==> config.mk <==
export PLATFORM = sky130hd
export DESIGN_NAME = fetch_stage_flat
export DESIGN_NICKNAME = d
export VERILOG_FILES = /design/src/rtl/fetch_stage_if.sv /design/src/rtl/fetch_stage.sv /design/src/flat_wrapper.sv
export SDC_FILE = /design/constraint.sdc
export NUM_CORES = 1
export LEC_CHECK = 0
export CAP_MARGIN = 20
export CORE_ASPECT_RATIO = 1.2
export CORE_MARGIN = 4
export CORE_UTILIZATION = 44
export DETAILED_ROUTE_END_ITERATION = 10
export GPL_TIMING_DRIVEN = 0
export PLACE_DENSITY = 0.8
export REMOVE_ABC_BUFFERS = 1
export SETUP_SLACK_MARGIN = 0.4
export SLEW_MARGIN = 25
export SYNTH_ARGS = -nofsm -noshare
export SYNTH_HDL_FRONTEND = slang
export SYNTH_SLANG_ARGS = --single-unit
==> constraint.sdc <==
create_clock -name clk -period 5.6 [get_ports clk]
set_clock_uncertainty 0.05 [all_clocks]
set_input_delay 1.4 -clock clk [delete_from_list [all_inputs] [get_ports clk]]
set_output_delay 1.4 -clock clk [all_outputs]
set_load 0.01 [all_outputs]
==> src/rtl/fetch_stage_if.sv <==
// Fetch-stage interface bundle: downstream control, instruction-memory port and IF/ID outputs.
interface fetch_stage_if #(
    parameter int unsigned n = 32,
    parameter int unsigned r = 6
);
    logic         stall;
    logic         flush;
    logic         redirect;
    logic [n-1:0] redirect_pc;
    logic [r-1:0] imem_addr;
    logic [n-1:0] imem_rdata;
    logic [n-1:0] pc;
    logic [n-1:0] if_instr;
    logic [n-1:0] if_pc;
    logic [n-1:0] if_pc_plus4;
    logic         if_valid;
    logic         fault;

    // Fetch stage side
    modport master (
        input  stall, flush, redirect, redirect_pc, imem_rdata,
        output imem_addr, pc, if_instr, if_pc, if_pc_plus4, if_valid, fault
    );

    // Pipeline / memory side
    modport slave (
        output stall, flush, redirect, redirect_pc, imem_rdata,
        input  imem_addr, pc, if_instr, if_pc, if_pc_plus4, if_valid, fault
    );
endinterface

==> src/rtl/fetch_stage.sv <==
// Instruction-fetch stage: owns the PC, drives the async-read instruction memory and
// registers the returned word into the IF/ID pipeline register. Bad PCs halt the stage.
module fetch_stage #(
    parameter int unsigned n        = 32,
    parameter int unsigned r        = 6,
    parameter logic [n-1:0] RESET_PC = '0
) (
    input  logic          clk,
    input  logic          reset,
    fetch_stage_if.master bus
);
    typedef enum logic [1:0] {StBoot, StRun, StHalt} state_e;

    // First byte address past the end of memory, one bit wider so it never overflows.
    localparam logic [n:0] PcLimit = (n+1)'(1) << (r + 2);

    state_e       state_q, state_d;
    logic [n-1:0] pc_q, pc_d;
    logic [n-1:0] if_instr_q, if_instr_d;
    logic [n-1:0] if_pc_q, if_pc_d;
    logic [n-1:0] if_pc_plus4_q, if_pc_plus4_d;
    logic         if_valid_q, if_valid_d;
    logic         fault_q, fault_d;

    logic [n-1:0] pc_plus4;
    logic         pc_bad;
    logic         redirect_bad;

    assign pc_plus4     = pc_q + n'(4);
    assign pc_bad       = (pc_q[1:0] != 2'b00) || ({1'b0, pc_q} >= PcLimit);
    assign redirect_bad = (bus.redirect_pc[1:0] != 2'b00);

    // Next-state: fault check beats redirect beats stall beats flush beats normal fetch.
    always_comb begin
        state_d       = state_q;
        pc_d          = pc_q;
        if_instr_d    = if_instr_q;
        if_pc_d       = if_pc_q;
        if_pc_plus4_d = if_pc_plus4_q;
        if_valid_d    = if_valid_q;
        fault_d       = fault_q;
        case (state_q)
            StBoot: begin
                state_d    = StRun;
                if_valid_d = 1'b0;
            end
            StRun: begin
                if (pc_bad) begin
                    state_d    = StHalt;
                    fault_d    = 1'b1;
                    if_valid_d = 1'b0;
                end else if (bus.redirect) begin
                    if_valid_d = 1'b0;
                    if (redirect_bad) begin
                        state_d = StHalt;
                        fault_d = 1'b1;
                    end else begin
                        pc_d = bus.redirect_pc;
                    end
                end else if (bus.stall) begin
                    if (bus.flush) begin
                        if_valid_d = 1'b0;
                    end
                end else if (bus.flush) begin
                    pc_d       = pc_plus4;
                    if_valid_d = 1'b0;
                end else begin
                    pc_d          = pc_plus4;
                    if_instr_d    = bus.imem_rdata;
                    if_pc_d       = pc_q;
                    if_pc_plus4_d = pc_plus4;
                    if_valid_d    = 1'b1;
                end
            end
            StHalt: begin
                if_valid_d = 1'b0;
                fault_d    = 1'b1;
            end
            default: begin
                state_d    = StHalt;
                fault_d    = 1'b1;
                if_valid_d = 1'b0;
            end
        endcase
    end

    // State and IF/ID registers with asynchronous reset.
    always_ff @(posedge clk or posedge reset) begin
        if (reset) begin
            state_q       <= StBoot;
            pc_q          <= RESET_PC;
            if_instr_q    <= '0;
            if_pc_q       <= '0;
            if_pc_plus4_q <= '0;
            if_valid_q    <= 1'b0;
            fault_q       <= 1'b0;
        end else begin
            state_q       <= state_d;
            pc_q          <= pc_d;
            if_instr_q    <= if_instr_d;
            if_pc_q       <= if_pc_d;
            if_pc_plus4_q <= if_pc_plus4_d;
            if_valid_q    <= if_valid_d;
            fault_q       <= fault_d;
        end
    end

    assign bus.imem_addr   = pc_q[r+1:2];
    assign bus.pc          = pc_q;
    assign bus.if_instr    = if_instr_q;
    assign bus.if_pc       = if_pc_q;
    assign bus.if_pc_plus4 = if_pc_plus4_q;
    assign bus.if_valid    = if_valid_q;
    assign bus.fault       = fault_q;
endmodule

==> src/flat_wrapper.sv <==
// flat-port wrapper written by rule: the top's interface ports become plain ports
module fetch_stage_flat 
#(
    parameter int unsigned n        = 32,
    parameter int unsigned r        = 6,
    parameter logic [n-1:0] RESET_PC = '0
)
  (clk, reset, bus_stall, bus_flush, bus_redirect, bus_redirect_pc, bus_imem_rdata, bus_imem_addr, bus_pc, bus_if_instr, bus_if_pc, bus_if_pc_plus4, bus_if_valid, bus_fault);
  fetch_stage_if #(.n(n), .r(r)) bus_i ();
  input  logic clk;
  input  logic reset;
  input wire logic [$bits(bus_i.stall)-1:0] bus_stall;
  input wire logic [$bits(bus_i.flush)-1:0] bus_flush;
  input wire logic [$bits(bus_i.redirect)-1:0] bus_redirect;
  input wire logic [$bits(bus_i.redirect_pc)-1:0] bus_redirect_pc;
  input wire logic [$bits(bus_i.imem_rdata)-1:0] bus_imem_rdata;
  output wire logic [$bits(bus_i.imem_addr)-1:0] bus_imem_addr;
  output wire logic [$bits(bus_i.pc)-1:0] bus_pc;
  output wire logic [$bits(bus_i.if_instr)-1:0] bus_if_instr;
  output wire logic [$bits(bus_i.if_pc)-1:0] bus_if_pc;
  output wire logic [$bits(bus_i.if_pc_plus4)-1:0] bus_if_pc_plus4;
  output wire logic [$bits(bus_i.if_valid)-1:0] bus_if_valid;
  output wire logic [$bits(bus_i.fault)-1:0] bus_fault;
  assign bus_i.stall = bus_stall;
  assign bus_i.flush = bus_flush;
  assign bus_i.redirect = bus_redirect;
  assign bus_i.redirect_pc = bus_redirect_pc;
  assign bus_i.imem_rdata = bus_imem_rdata;
  assign bus_imem_addr = bus_i.imem_addr;
  assign bus_pc = bus_i.pc;
  assign bus_if_instr = bus_i.if_instr;
  assign bus_if_pc = bus_i.if_pc;
  assign bus_if_pc_plus4 = bus_i.if_pc_plus4;
  assign bus_if_valid = bus_i.if_valid;
  assign bus_fault = bus_i.fault;
  fetch_stage #(.n(n), .r(r), .RESET_PC(RESET_PC)) u_core (.clk(clk), .reset(reset), .bus(bus_i));
endmodule
=== Word-level counts from Yosys, hierarchy flattened ===
Cells that the tools add are included.

* Reductions and logical operators: 8
* Multiplexer cells: 17
* Equal/unequal tests: 7
* Magnitude comparators: 1
* Bitwise operators: 6
* Add/sub/neg operators: 1

{| class="wikitable"
|+ Operators by type and width
! kind !! count
|-
| $mux W32 || 3
|-
| $add A32 B3 Y32 const B || 1
|-
| $ge A32 B9 Y1 const B || 1
|-
| $mux W1 || 9
|-
| $mux W2 || 3
|-
| $not A1 Y1 || 6
|-
| $pmux W2 S3 || 1
|-
| $reduce_and A3 Y1 || 2
|-
| $ne A5 B4 Y1 const B || 1
|-
| $reduce_and A5 Y1 || 1
|-
| $reduce_and A4 Y1 || 1
|-
| $reduce_bool A2 Y1 || 2
|-
| $ne A3 B1 Y1 const B || 1
|-
| $ne A3 B2 Y1 const B || 1
|-
| $eq A2 B1 Y1 const B || 1
|-
| $eq A2 B2 Y1 const B || 1
|-
| $logic_not A2 Y1 || 1
|-
| $ne A2 B1 Y1 const B || 1
|-
| $ne A2 B2 Y1 const B || 1
|-
| $pmux W1 S2 || 1
|-
| $logic_or A1 B1 Y1 || 1
|}

* Input bits: 69
* Register bits: 132
* Word-level logic and storage cells: 47

=== Logic depth before layout (Yosys ltp) ===
Gate-level depths: netlist of the first run.

* Word-level depth: 5
* Gate-level depth with buffers: 7
* Mapped depth without buffers: 5

=== Worst setup path before layout of the first run ===
Ideal clock, no wire load.

* Kind: input port to flip-flop
* Start point: input port bus_redirect
* End point: register u_core.if_pc_q[2] (netlist: u_core.bus.if_pc[2])
* Path buffers: 3
* Required time: 5.422 ns
* Slack: 2.581 ns
* Stages on the path: 7
* Arrival time: 2.842 ns
* Cells stage by stage: clkbuf_1 nor4b_1 nand2_1 nor4_2 buf_4 buf_6 mux2_1

* Cells in the longest elaborated chain, start to end: 2

{| class="wikitable"
|+ RTL lines
! item !! RTL line !! RTL
|-
| start, declared || flat_wrapper.sv:14 || <nowiki>input wire logic [$bits(bus_i.redirect)-1:0] bus_redirect;</nowiki>
|-
| $not A1 Y1 (no source line) || - ||
|-
| $reduce_and A5 Y1 (no source line) || - ||
|-
| end signal, assigned || fetch_stage.sv:101 || <nowiki>if_pc_q <= if_pc_d;</nowiki>
|-
| end, declared || fetch_stage.sv:20 || <nowiki>logic [n-1:0] if_pc_q, if_pc_d;</nowiki>
|}

No other way between the ends.
A chain may end at the register's enable or synchronous reset.

=== Worst setup path in the final report of the first run ===
* Start point: input port bus_redirect
* End point: register u_core.if_instr_q[24] (netlist: u_core.bus.if_instr[24])

* Cells in the longest elaborated chain, start to end: 2

{| class="wikitable"
|+ RTL lines
! item !! RTL line !! RTL
|-
| $not A1 Y1 (no source line) || - ||
|-
| $reduce_and A5 Y1 (no source line) || - ||
|-
| end signal, assigned || fetch_stage.sv:100 || <nowiki>if_instr_q <= if_instr_d;</nowiki>
|-
| end, declared || fetch_stage.sv:19 || <nowiki>logic [n-1:0] if_instr_q, if_instr_d;</nowiki>
|}

No other way between the ends.

==> metrics.cfg, run 1 <==
[outcome]
outcome=complete, no violations

[setup_path]
arrival_ns=3.88
r2r_end=u_core.bus.if_instr[24]
crit_fanout=29
rrSetupSlack_ns=2.55
path_class=input port to register
cp-end-kind=register
worst_r2r_startpoint=u_core.bus.pc[10]
worstPathRequired_ns=5.84
setup.worst_path.start_class=input port
rr_worst_depth=8

[sta]
hold_violations=0
max_slew_margin=0.445
final_max_slew_viol_count=0
period_needed_ns=3.64
grt_setup_unrepaired=no
fin_crit_sh=0.651
finalSetupViolCount=0
worstMarginPinSlew_ns=0.825
fmax_mhz=274
setup_tns_ns=0
layout_setup_ws_ns=1.96

[worst_hold_path]
hp-class=register to register
whs_path_depth=0
worstHoldEndpoint=u_core.bus.pc[1]
min_from=u_core.bus.pc[1]

[layout]
layout_commonest_cell=clkdlybuf4s50_1
multiInputGateArea_mm2=0.00190
post-route-cell-area_mm2=0.00815
fin_nets=690
area_delta_synth_final_pct=52.3
fin_util=0.695
final-seq-area_mm2=0.00325
fill_cells=861
n_antenna_cell=0
final_cell_mix=clkdlybuf4s50_1, dfrtp_1, nor2b_1
fin_cells=789
drive_gt1_frac=0.122

[route]
routed_wl_mm=14.8
antenna_left=0
via_count=4180
wl_per_cell_um=18.8
drcViolationCount=0
via_per_inst=5.30
drtPass1Iterations=4
drt_iter0_markers=165

[cts]
cts_hold_buf=0
cts_tree=done
clockBufferDepth=2
clk_latency_ns=0.40
cts-htree-levels=4
cts_inserted_buffers=17
clk_pin_slew_ns=0.06
cts_resized=0
post-cts-setup-buffers=0
root_buffer=clkbuf_16
cts_sinks=130

[logic_synthesis]
seq_area_frac_synth=0.608
syn_inst=419
synth-seq-cells=130
ys.flop_type=dfrtp_1
synthesis.area_mm2=0.00535
syn-mean-instance-area_um2=12.8
ys_warn_count=0
synth_edf_count=0
yosysUniqueCellTypes=45
ys_async_sr_fraction=1.00

[placed_design]
portBuffers=204
dp_cells=757
pre_cts_ws_ns=1.52
placed_area_mm2=0.00756
dp_hpwl_mm=11.0
place_congestion=0.826

[power_and_ir_drop]
p_clk_frac=0.510
p_int_uw=1680
switching_share=0.211
comb_power_share=0.046
power.switching_uw=449
p_per_area_mw_per_mm2=261
leakage_uw=0.00365
max-vdd-ir-drop_v=0.000218
pwr-share-seq=0.444

[die]
dieArea_mm2=0.0140
rows=43
ioPinCount=205
core-area_mm2=0.0117
die_h_um=129
start_util=0.456
dieWidth_um=109

[grt]
grt_pass1_vias=4585
grt.overflow.total=0
grt_pass1_wl_mm=23.9
track_usage=0.221
grt_max_degree=74
antenna_found_initial=0

[run]
cap_violations=0

synth_stat cells, drive strengths merged, types with 8 or more instances:
master / n / share of area
dfrtp: 130 / 0.61
buf: 24 / 0.030
a21oi: 15 / 0.014
mux2: 44 / 0.093
nand3: 11 / 0.010
nor2b: 54 / 0.063
nand4: 9 / 0.013
a32oi: 8 / 0.013
o21ai: 8 / 0.0075
inv: 8 / 0.0056
clkbuf: 9 / 0.0065
nor4: 12 / 0.020
o21bai: 15 / 0.021
power groups by stage:
| stage | logic, uW | clock network, uW | registers [uW] |
|---|---|---|---|
| after global routing | 107 | 1150 | 944 |
| after detailed placement | 98.4 | 0 | 961 |
| after global placement | 91.5 | 0 | 961 |
| after CTS | 99.0 | 1100 | 944 |
| final | 97.7 | 1080 | 944 |
| after floorplan | 27.1 | 0 | 961 |
logic make-up (layout without fill, tap and decap cells):
logic type | Yosys count | after routing | synth area share
DFF | 130 | 130 | 0.608
and+or+nand+nor | 128 | 128 | 0.153
AOI/OAI and AO/OA | 66 | 66 | 0.0862
muxes | 47 | 47 | 0.0982
buffers and inverters | 41 | 254 | 0.0418
xor gates and xnor gates | 5 | 5 | 0.00818
adders and majority gates | 2 | 2 | 0.00467
worst max-delay path by stage:
stage	start	end	slack, ns	cells after the start
after detailed placement	bus_redirect	u_core.bus.if_instr[24]	1.52	10
final	bus_redirect	u_core.bus.if_instr[24]	1.96	10
after global routing	bus_redirect	u_core.bus.if_instr[24]	1.80	10
after global placement	bus_redirect	u_core.bus.if_instr[30]	-5.31	5
after floorplan	bus_redirect	u_core.bus.if_instr[10]	-1.43	4
after CTS	bus_redirect	u_core.bus.if_instr[24]	1.94	10
sequential cells by signal, indices dropped and copies added, names as in the netlist:
register and cells:
u_core.bus.fault 1, u_core.bus.if_instr 32, u_core.bus.if_pc 30, u_core.bus.if_pc_plus4 32, u_core.bus.if_valid 1, u_core.bus.pc 32
u_core.state_q 2
critical path, stage by stage:
cell	delay, ns
buf_2	0.25
buf_16	0.24
nor4b_1	0.35
nand2_1	0.15
nor4_4	0.37
buf_4	0.25
buf_6	0.17
buf_6	0.17
buf_6	0.16
mux2_2	0.35
per-stage QoR:
| stage | total power (uW) | hold slack [ns] |
|---|---|---|
| finish | 2120 | 0.379 |
| global route | 2200 | 0.403 |
| CTS | 2150 | 0.379 |
| detailed placement | 1060 | 0.366 |
| global placement | 1050 | 0.350 |
| floorplan | 988 | 0.386 |
final cells by class:
class / count / area share
Inverter: 8 / 0.00460
Clock buffer: 20 / 0.0560
Tap cell: 157 / 0.0241
Clock inverter: 12 / 0.0163
Timing Repair Buffer: 214 / 0.267
Sequential cell: 130 / 0.399
Multi-Input combinational cell: 248 / 0.233
routing by layer:
layer	global-route usage	vias to the layer above	share of wire
met3	0.102	9	0.12
met4	0.0706	0	0.0075
li1	-	1886	-
met2	0.358	212	0.50
met1	0.262	2073	0.37
met5	0	-	0
No activity file was read; power rests on OpenSTA's default activity.
==> run 2: changes to the inputs <==
--- a/config.mk
+++ b/config.mk
@@ -8,10 +8,10 @@
 export CAP_MARGIN = 20
 export CORE_ASPECT_RATIO = 1.2
 export CORE_MARGIN = 4
-export CORE_UTILIZATION = 44
+export CORE_UTILIZATION = 40
 export DETAILED_ROUTE_END_ITERATION = 10
 export GPL_TIMING_DRIVEN = 0
-export PLACE_DENSITY = 0.8
+export PLACE_DENSITY = 0.77
 export REMOVE_ABC_BUFFERS = 1
 export SETUP_SLACK_MARGIN = 0.4
 export SLEW_MARGIN = 25
==> constraint.sdc (replaced) <==
create_clock -name clk -period 3.2 [get_ports clk]
set_clock_uncertainty 0.05 [all_clocks]
set_input_delay 0.8 -clock clk [delete_from_list [all_inputs] [get_ports clk]]
set_output_delay 0.8 -clock clk [all_outputs]
set_load 0.01 [all_outputs]
==> metrics.cfg, run 2 (synthesis gave the netlist of run 1 again) <==
[sta]
grt_setup_unrepaired=no
period_needed_ns=2.69
max_slew_margin=0.264
fmax_mhz=372
finalSetupViolCount=0
final_max_slew_viol_count=0
fin_crit_sh=0.840
hold_violations=0
worstMarginPinSlew_ns=1.09
fin_hold_ws_ns=0.400
setup_tns_ns=0

[route]
drtPass1Iterations=7
via_per_inst=5.29
top_layer=met4
wl_met3_mm=1.85
via_count=4269
drt_iter0_markers=345
routed_wl_mm=15.4
wl_met2_mm=7.44
antenna_left=0
drcViolationCount=0
wl_per_cell_um=19.1
met1_length_mm=5.93

[die]
start_util=0.406
ioPinCount=205
dieArea_mm2=0.0153
rows=46
dieWidth_um=114
die_h_um=135
core-area_mm2=0.0132

[outcome]
outcome=complete, no violations

[setup_path]
cp_slowest_cell=or4_1
worst_r2r_startpoint=u_core.bus.pc[15]
setup.worst_path.start_class=register
cp-end-kind=register
path_class=register to register
crit_buf_inv=1
crit_family=simple AND/OR/NAND/NOR gates
worstPathRequired_ns=3.46
arrival_ns=2.95
max_stage_delay_ns=0.92
path_cells=nor4_4 > nand4_4 > buf_4 > or4_1 > o31ai_1
crit_fanout=21
r2r_end=u_core.bus.pc[2]
rrSetupSlack_ns=0.51
rr_worst_depth=5

[cts]
root_buffer=clkbuf_16
clk_pin_slew_ns=0.06
cts_tree=done
cts_hold_buf=0
clk_latency_ns=0.41
cts-htree-levels=4
clockBufferDepth=2
cts_inserted_buffers=17
cts_sinks=130

[placed_design]
dp_hpwl_mm=10.8
portBuffers=204
place_congestion=0.825

[worst_hold_path]
whs_path_depth=0
worstHoldEndpoint=u_core.bus.pc[0]
min_from=u_core.bus.pc[0]
hp-class=register to register

[layout]
fill_cells=1022
drive_gt1_frac=0.135
n_antenna_cell=0
fin_nets=697
final_cell_mix=clkdlybuf4s50_1, dfrtp_1, nor2b_1
layout_commonest_cell=clkdlybuf4s50_1
area_delta_synth_final_pct=55.0

[power_and_ir_drop]
max-vdd-ir-drop_v=0.000424
p_per_area_mw_per_mm2=458
leakage_uw=0.00372

[run]
cap_violations=0

[grt]
grt_pass1_vias=4727
grt.overflow.total=0
grt_pass1_wl_mm=24.6
antenna_found_initial=0
grt_max_degree=80
track_usage=0.206

## run 2: repair_timing
action / in CTS / in global routing
setup endpoints to repair: 11 / 12
pin swaps: 0 / 1
buffers inserted: 2 / 4
endpoints found under the hold margin: 0 / 0
cloned: 0 / 0
resized for setup: 6 / 6
## run 2: worst max path at each step
stage                                  from  slack [ns]                       to  cells after the start
after global routing              bus_flush        0.41  u_core.bus.if_instr[17]                     10
after CTS                         bus_flush        0.46  u_core.bus.if_instr[17]                     10
after floorplan                bus_redirect       -3.23  u_core.bus.if_instr[10]                      4
after detailed placement       bus_redirect       -0.20  u_core.bus.if_instr[17]                     11
after global placement         bus_redirect       -7.09  u_core.bus.if_instr[31]                      5
final                     u_core.bus.pc[15]        0.51         u_core.bus.pc[2]                      5
## run 2: cell type report
type	count	area (um^2)	share of cell area
inverter	8	37.5	0.00452
clock buffer	23	478	0.0576
multi-input combinational	248	1970	0.237
sequential	130	3250	0.392
clock inverter	9	129	0.0155
timing repair buffer	221	2220	0.268
tap	168	210	0.0253
## run 2: per-stage QoR
| stage | instance area [um^2] | util | std cells | setup WS, ns | power (uW) |
|---|---|---|---|---|---|
| global placement | 7410 | 0.562 | 758 | -7.09 | 1840 |
| finish | 8300 | 0.630 | 807 | 0.511 | 3800 |
| global route | 8300 | 0.630 | 807 | 0.412 | 3920 |
| floorplan | 5160 | - | 386 | -3.23 | 1730 |
| detailed placement | 7570 | 0.574 | 769 | -0.196 | 1850 |
| CTS | 8230 | 0.624 | 803 | 0.456 | 3840 |
## run 2: where the power goes
| group | internal (uW) | leakage [uW] | switching, uW |
|---|---|---|---|
| combinational | 97.0 | 0.00164 | 76.2 |
| sequential | 1650 | 0.00179 | 5.26 |
| clock | 1280 | 0.000293 | 693 |
## run 2: layer usage
metal,global-route usage,up-vias
li1,-,1899
met2,0.329,263
met5,0,-
met4,0.0882,0
met1,0.236,2081
met3,0.0977,26
==> run 3: changes to the inputs <==
--- a/config.mk
+++ b/config.mk
@@ -8,10 +8,10 @@
 export CAP_MARGIN = 20
 export CORE_ASPECT_RATIO = 1.2
 export CORE_MARGIN = 4
-export CORE_UTILIZATION = 40
+export CORE_UTILIZATION = 44
 export DETAILED_ROUTE_END_ITERATION = 10
 export GPL_TIMING_DRIVEN = 0
-export PLACE_DENSITY = 0.77
+export PLACE_DENSITY = 0.8
 export REMOVE_ABC_BUFFERS = 1
 export SETUP_SLACK_MARGIN = 0.4
 export SLEW_MARGIN = 25
==> constraint.sdc (replaced) <==
create_clock -name clk -period 2.66 [get_ports clk]
set_clock_uncertainty 0.05 [all_clocks]
set_input_delay 0.665 -clock clk [delete_from_list [all_inputs] [get_ports clk]]
set_output_delay 0.665 -clock clk [all_outputs]
set_load 0.01 [all_outputs]
==> metrics.cfg, run 3 (synthesis gave the netlist of run 1 again) <==
[outcome]
outcome=complete, no violations

[layout]
layout_commonest_cell=clkdlybuf4s50_1
fin_nets=715
final_cell_mix=clkdlybuf4s50_1, dfrtp_1, nor2b_1
n_antenna_cell=0
fin_util=0.735
area_delta_synth_final_pct=60.9
drive_gt1_frac=0.192
fill_cells=778

[power_and_ir_drop]
pwr-share-seq=0.441
p_per_area_mw_per_mm2=523
p_clk_frac=0.507
switching_share=0.213
leakage_uw=0.00386
power.switching_uw=961
max-vdd-ir-drop_v=0.000461
p_int_uw=3550
comb_power_share=0.052

[grt]
grt_pass1_vias=4641
grt_max_degree=74
grt_pass1_wl_mm=24.8
track_usage=0.230
grt.overflow.total=0
antenna_found_initial=0

[setup_path]
cp-end-kind=register
path_cells=nor4_4 > nand4_4 > nor4_4 > buf_4 > buf_8 > buf_8 > clkbuf_16 > mux2_4
crit_buf_inv=4
crit_family=simple AND/OR/NAND/NOR gates
cp_slowest_cell=dfrtp_2
arrival_ns=2.52
crit_fanout=6
max_stage_delay_ns=0.44
setup.worst_path.start_class=register
path_class=register to register
worstPathRequired_ns=2.90

[sta]
final_max_slew_viol_count=0
fin_crit_sh=0.856
hold_violations=0
max_slew_margin=0.487
fmax_mhz=439
setup_tns_ns=0
finalSetupViolCount=0
period_needed_ns=2.28
worstMarginPinSlew_ns=0.765
grt_setup_unrepaired=yes

[route]
drt_iter0_markers=193
wl_per_cell_um=20.1
routed_wl_mm=16.3
drtPass1Iterations=5
via_per_inst=5.32
antenna_left=0
via_count=4332
drcViolationCount=0

[worst_hold_path]
hp-class=register to register

[cts]
cts_inserted_buffers=17
clk_latency_ns=0.40
clockBufferDepth=2
cts_sinks=130
cts-htree-levels=4
cts_hold_buf=0
cts_tree=done
clk_pin_slew_ns=0.06
root_buffer=clkbuf_16

[die]
ioPinCount=205
dieWidth_um=109
rows=43
dieArea_mm2=0.0140
core-area_mm2=0.0117
die_h_um=129
start_util=0.456

[placed_design]
dp_hpwl_mm=11.0
portBuffers=204
place_congestion=0.826

[run]
cap_violations=0

run 3: cell types whose count changed in the layout (fill, tap and decap cells not counted), moves of 3 or more:
| cell | before | now |
|---|---|---|
| nor4_4 | 6 | 9 |
| mux2_1 | 20 | 17 |
| dfrtp_2 | 0 | 14 |
| buf_4 | 8 | 23 |
| dfrtp_1 | 130 | 116 |
| mux2_4 | 0 | 16 |
| buf_6 | 7 | 3 |
| buf_8 | 0 | 4 |
| mux2_2 | 24 | 11 |
run 3: layout make-up:
type / instances / area [um^2] / area share
repair buffers: 239 / 2450 / 0.284
flip-flops and latches: 130 / 3270 / 0.380
clock inverters: 12 / 133 / 0.0154
multi-input cells: 248 / 2070 / 0.241
well taps: 157 / 196 / 0.0228
clock buffers: 20 / 457 / 0.0530
inverters: 8 / 37.5 / 0.00436
run 3: per-layer routing:
metal  global-route usage  routed length (um)  vias to the layer above
li1                     -                   -                     1939
met1                0.271                6210                     2157
met2                0.382                8260                      227
met3                0.104                1770                        9
met4               0.0632                  87                        0
met5                    0                   0                        -
run 3: power by group through the flow:
stage | registers, uW | logic [uW] | clock network [uW]
finish | 1990 | 232 | 2290
global route | 1990 | 251 | 2430
CTS | 1990 | 225 | 2320
detailed placement | 2020 | 207 | 0
global placement | 2020 | 193 | 0
floorplan | 2020 | 57.1 | 0
run 3: final timing paths:
kind / startpoint / to / cells past startpoint / slack [ns]
max: u_core.bus.pc[21] / u_core.bus.if_instr[21] / 8 / 0.38
min: u_core.bus.if_pc[3] / u_core.bus.if_pc[3] / 1 / 0.44
max reg2reg: u_core.bus.pc[21] / u_core.bus.if_instr[21] / 8 / 0.38
min reg2reg: u_core.bus.if_pc[3] / u_core.bus.if_pc[3] / 1 / 0.44
max in group asynchronous: reset / u_core.bus.pc[8] / 3 / 1.22
min in group asynchronous: reset / u_core.bus.if_instr[2] / 2 / 0.62
run 3: worst register-to-register path: stages, from the launching register on:
cell       delay, ns
dfrtp_2         0.44
nor4_4          0.34
nand4_4         0.21
nor4_4          0.26
buf_4           0.17
buf_8           0.13
buf_8           0.12
clkbuf_16       0.14
mux2_4          0.30
run 3: timing repair:
item,CTS,global route
pin swaps,9,10
setup endpoints to repair,133,55
buffers inserted,9,14
endpoints found under the hold margin,0,0
cloned,1,1
gates resized for setup,28,30
run 3: stage by stage:
stage	total power (uW)	instance area, um^2	setup WS (ns)	std cells	hold WS (ns)
floorplan	2080	5160	-3.69	386	0.386
finish	4510	8620	0.384	814	0.435
CTS	4540	8380	0.390	799	0.431
global route	4670	8620	0.294	814	0.455
global placement	2220	7400	-7.52	747	0.350
detailed placement	2230	7560	-0.682	757	0.366
